===== config.mk =====
export PLATFORM = sky130hd
export DESIGN_NAME = ser_deserializer
export DESIGN_NICKNAME = d
export VERILOG_FILES = /design/src/rtl/ser_deserializer.sv
export SDC_FILE = /design/constraint.sdc
export NUM_CORES = 1
export LEC_CHECK = 0
export CELL_PAD_IN_SITES_DETAIL_PLACEMENT = 1
export CELL_PAD_IN_SITES_GLOBAL_PLACEMENT = 1
export CORE_ASPECT_RATIO = 0.6
export CORE_UTILIZATION = 44
export DETAILED_ROUTE_END_ITERATION = 16
export PLACE_DENSITY_LB_ADDON = 0.1
export SYNTH_ARGS = -nofsm -noshare
export SYNTH_HDL_FRONTEND = slang
export SYNTH_SLANG_ARGS = --single-unit
export TNS_END_PERCENT = 50

===== constraint.sdc =====
create_clock -name clk_i -period 3.43 [get_ports clk_i]
set_input_delay 0.686 -clock clk_i [delete_from_list [all_inputs] [get_ports clk_i]]
set_output_delay 0.686 -clock clk_i [all_outputs]
set_load 0.01 [all_outputs]

===== src/rtl/ser_deserializer.sv =====
// Serial-to-parallel deserializer: gathers MSB-first frames of valid bits into a
// left-justified word plus bit count, held in a one-entry valid/ready output buffer.
module ser_deserializer #(
   parameter int unsigned DATA_W  = 16,
   parameter int unsigned MOD_W   = $clog2(DATA_W) + 1,
   parameter int unsigned MIN_LEN = 1
) (
   input  logic              clk_i,
   input  logic              rst_i,
   input  logic              ser_data_i,
   input  logic              ser_data_val_i,
   output logic [DATA_W-1:0] data_o,
   output logic [MOD_W-1:0]  data_mod_o,
   output logic              data_val_o,
   input  logic              data_rdy_i,
   output logic              busy_o,
   output logic              ovf_o,
   output logic              runt_o
);

   typedef enum logic [0:0] {
      IDLE  = 1'b0,
      SHIFT = 1'b1
   } state_t;

   state_t              state_q, state_d;
   logic [DATA_W-1:0]   shreg_q, shreg_d;
   logic [MOD_W-1:0]    count_q, count_d;

   logic [DATA_W-1:0]   data_d;
   logic [MOD_W-1:0]    mod_d;
   logic                val_d;
   logic                busy_d;
   logic                ovf_d;
   logic                runt_d;

   logic [DATA_W-1:0]   shifted_c;
   logic [DATA_W-1:0]   frame_word_c;
   logic [MOD_W-1:0]    frame_len_c;
   logic                done_c;
   logic                drain_c;
   logic                load_c;

   // State register
   always_ff @(posedge clk_i or posedge rst_i) begin
      if (rst_i) begin
         state_q <= IDLE;
      end else begin
         state_q <= state_d;
      end
   end

   // Collect bits, detect frame completion, and steer the output buffer
   always_comb begin
      state_d      = state_q;
      shreg_d      = shreg_q;
      count_d      = count_q;
      data_d       = data_o;
      mod_d        = data_mod_o;
      val_d        = data_val_o;
      ovf_d        = 1'b0;
      runt_d       = 1'b0;
      frame_word_c = '0;
      frame_len_c  = '0;
      done_c       = 1'b0;
      load_c       = 1'b0;
      drain_c      = data_val_o & data_rdy_i;
      shifted_c    = {shreg_q[DATA_W-2:0], ser_data_i};

      case (state_q)
         IDLE: begin
            if (ser_data_val_i) begin
               shreg_d = shifted_c;
               count_d = MOD_W'(1);
               state_d = SHIFT;
            end
         end
         SHIFT: begin
            if (ser_data_val_i) begin
               shreg_d = shifted_c;
               // Last bit of a full-width frame completes it on the same edge
               if (count_q == MOD_W'(DATA_W - 1)) begin
                  done_c       = 1'b1;
                  frame_word_c = shifted_c;
                  frame_len_c  = MOD_W'(DATA_W);
                  count_d      = '0;
                  state_d      = IDLE;
               end else begin
                  count_d = count_q + MOD_W'(1);
               end
            end else begin
               // Left-justify: stale bits above the frame are shifted out
               done_c       = 1'b1;
               frame_word_c = shreg_q << (MOD_W'(DATA_W) - count_q);
               frame_len_c  = count_q;
               count_d      = '0;
               state_d      = IDLE;
            end
         end
         default: begin
            state_d = IDLE;
            count_d = '0;
         end
      endcase

      // Runt takes priority over overflow; a draining buffer accepts a new frame
      if (done_c) begin
         if (frame_len_c < MOD_W'(MIN_LEN)) begin
            runt_d = 1'b1;
         end else if (data_val_o && !data_rdy_i) begin
            ovf_d = 1'b1;
         end else begin
            load_c = 1'b1;
         end
      end

      if (load_c) begin
         data_d = frame_word_c;
         mod_d  = frame_len_c;
         val_d  = 1'b1;
      end else if (drain_c) begin
         val_d = 1'b0;
      end

      busy_d = (count_d != '0);
   end

   // Datapath and output registers
   always_ff @(posedge clk_i or posedge rst_i) begin
      if (rst_i) begin
         shreg_q    <= '0;
         count_q    <= '0;
         data_o     <= '0;
         data_mod_o <= '0;
         data_val_o <= 1'b0;
         busy_o     <= 1'b0;
         ovf_o      <= 1'b0;
         runt_o     <= 1'b0;
      end else begin
         shreg_q    <= shreg_d;
         count_q    <= count_d;
         data_o     <= data_d;
         data_mod_o <= mod_d;
         data_val_o <= val_d;
         busy_o     <= busy_d;
         ovf_o      <= ovf_d;
         runt_o     <= runt_d;
      end
   end

endmodule

==> results.tsv <==
metric	value	unit
outcome	completed	
hp-class	reg -> reg	
seqCellArea	0.00118	mm²
critPathMaxStageDelay	0.91	ns
p_per_area	679	mW/mm²
synthArstFlopShare	100	%
grt_pass1_wl	12400	µm
setup_violations	0	
yosysSeqAreaShare	43.1	%
fill_cells	645	
grt_overflow_total	0	
arrival	3.23	ns
vias_per_cell	5.85	
multi_input_area	0.00142	mm²
gp_congestion	0.812	
finalHoldViolCount	0	
slowest_stage	ha_1	
tritoncts	built	
criticalPathCategory	reg -> reg	
drive_gt1_share	14.2	%
antenna_found_initial	0	
cap_viol_max_count	0	
combPwrFrac	41.3	%
place_ws	0.472	ns
rows	21	
post-route-period-util	89.3	%
p_seq_share	41.2	%
synth_cell_types	42	
drt_iter0_drc	162	
cp_cell_sequence	clkinv_1 > ha_1 > mux2i_1 > mux4_2 > a2bb2oi_1 > a21oi_1	
numCtsBuffers	5	
clock_latency	0.30	ns
ys_warn_count	0	
endpoint_kind	flip-flop	
fp.dieH	63.0	µm
clk_path_buf_depth	2	
dieArea	0.00653	mm²
clock-root-buffer	clkbuf_8	
crit_path_max_fanout	19	
num_vias	2119	
dr.pass1.iters	4	
n_antenna_cell	0	
path_delay_family	adder cells	
synthesis.area	0.00273	mm²
ioPinCount	30	
syn_to_final_growth	15.2	%
hold_buffers	0	
drt_wl_total	7250	µm
clkPwrFrac	17.5	%
track_usage	24.6	%
leakagePower	1.37	nW
setup_tns	0	ns
initial_core_util	47.2	%
startpoint_type	flip-flop	
antenna_left	0	
die_width	104	µm
cts_resized	0	
fmax	327	MHz
switching_share	37.1	%
grt_start_max_net_pins	48	
synth_edf_count	0	
p_int	0.00134	W
worstPathBufferInverterCount	1	
max_slew.worst_pin.slew	0.969	ns
rsz0062_at_grt	no	
grt_pass1_vias	2215	
avgSynthCellArea	10.6	µm²
htreeDepth	2	
relSlewSlack	35.3	%
syn_inst	258	
period_minus_slack	3.06	ns
worst_clock_skew	0.0103	ns
drc	0	
synth_seq_cells	47	
setup_ws	0.367	ns
post_cts_buffers	0	
port-buffer-count	29	
num-nets-final	288	
vdd_ir_drop_max	0.000270	V
power	0.00214	W
wl_per_cell	20.0	µm
syn-num-nets	265	
ys.flop_type	dfrtp_1	
p_switching	0.000793	W
cp.required	3.59	ns
coreArea	0.00578	mm²
cts.clk_slew.worst_paths	0.09	ns
slew_viol_final	0	
numClockSinks	47	
hpwl	5180	µm
[cell usage after synthesis (3+ instances only)]
cell	number	area, µm²
a21oi_1	12	60.1
a221oi_1	3	26.3
a22oi_1	4	30.0
a2bb2oi_1	4	35.0
a31oi_1	3	18.8
buf_2	7	35.0
buf_6	5	56.3
clkbuf_1	4	15.0
dfrtp_1	47	1180
inv_1	4	15.0
mux2_2	17	191
mux2i_1	32	320
mux4_2	4	90.1
nand2_1	32	120
nand3_1	5	25.0
nor2_1	20	75.1
nor3_1	4	20.0
nor3b_1	3	22.5
o211ai_1	3	22.5
o21a_1	3	22.5
o21ai_0	8	40.0
xor2_1	5	43.8
[power by group through the flow]
stage	Sequential, W	Combinational, W	Clock [W]
detailed placement	0.000887	0.000872	0
global placement	0.000881	0.000862	0
finish	0.000881	0.000882	0.000373
CTS	0.000877	0.000884	0.000385
global route	0.000904	0.000958	0.000406
floorplan	0.000855	0.000573	0
[metal layers]
metal | track usage [%] | vias to the layer above | routed length (µm)
li1 | - | 979 | -
met1 | 40.0 | 1076 | 3910
met2 | 33.6 | 57 | 2880
met3 | 4.17 | 7 | 405
met4 | 5.18 | 0 | 53
met5 | 0 | - | 0
[final cells by class]
| class | count | share of cell area, % |
|---|---|---|
| Clock buffer | 8 | 3.18 |
| Inverter | 5 | 0.597 |
| Multi-Input combinational cell | 188 | 45.2 |
| Sequential cell | 47 | 37.4 |
| Tap cell | 80 | 3.18 |
| Timing Repair Buffer | 34 | 10.4 |
[state kept, by name, indices dropped and copies added, names as in the netlist]
| register | cells |
|---|---|
| busy_o | 1 |
| runt_o | 1 |
| ovf_o | 1 |
| data_mod_o | 5 |
| state_q | 1 |
| count_q | 5 |
| data_o | 16 |
| data_val_o | 1 |
| shreg_q | 16 |
[per-stage QoR]
stage	std cells	hold WS, ns	cell area [µm²]	utilization [%]
global placement	354	0.451	3040	52.7
finish	362	0.486	3140	54.4
floorplan	258	0.480	2730	-
detailed placement	354	0.471	3040	52.7
global route	362	0.535	3140	54.4
CTS	362	0.492	3140	54.4
[layout by cell type, fill, tap and decap left out, drive strengths merged, types with 5 or more instances in the layout]
cell and n:
dfrtp 47, nand2 32, mux2i 32, clkdlybuf4s50 29
nor2 20, mux2 17, a21oi 12, o21ai 8
clkbuf 8, nand3 5, xor2 5, buf 5
[path summary, 6_finish.rpt]
check,startpoint,endpoint,slack [ns],cells past startpoint
min,data_mod_o[0],data_mod_o[0],0.49,2
min in group asynchronous,rst_i,data_mod_o[3],0.93,2
max reg2reg,count_q[0],data_o[7],0.37,6
max in group asynchronous,rst_i,data_o[14],1.90,2
min reg2reg,data_mod_o[0],data_mod_o[0],0.49,2
max,count_q[0],data_o[7],0.37,6
[kinds of logic after synthesis]
group	after synthesis	synth area share [%]
adder cells (fa/ha/maj)	2	0.916
buffers and inverters	23	4.86
AND/OR/NAND/NOR	74	12.7
AO/OA/AOI/OAI	52	14.1
multiplexers	53	22.0
flip-flops	47	43.1
XOR/XNOR	7	2.25
[worst register-to-register path: stages (launching register included)]
cell and delay (ns):
dfrtp_1 0.63, clkinv_1 0.18, ha_1 0.91, mux2i_1 0.46
mux4_2 0.34, a2bb2oi_1 0.30, a21oi_1 0.11
(Power assumes the default switching activity.)
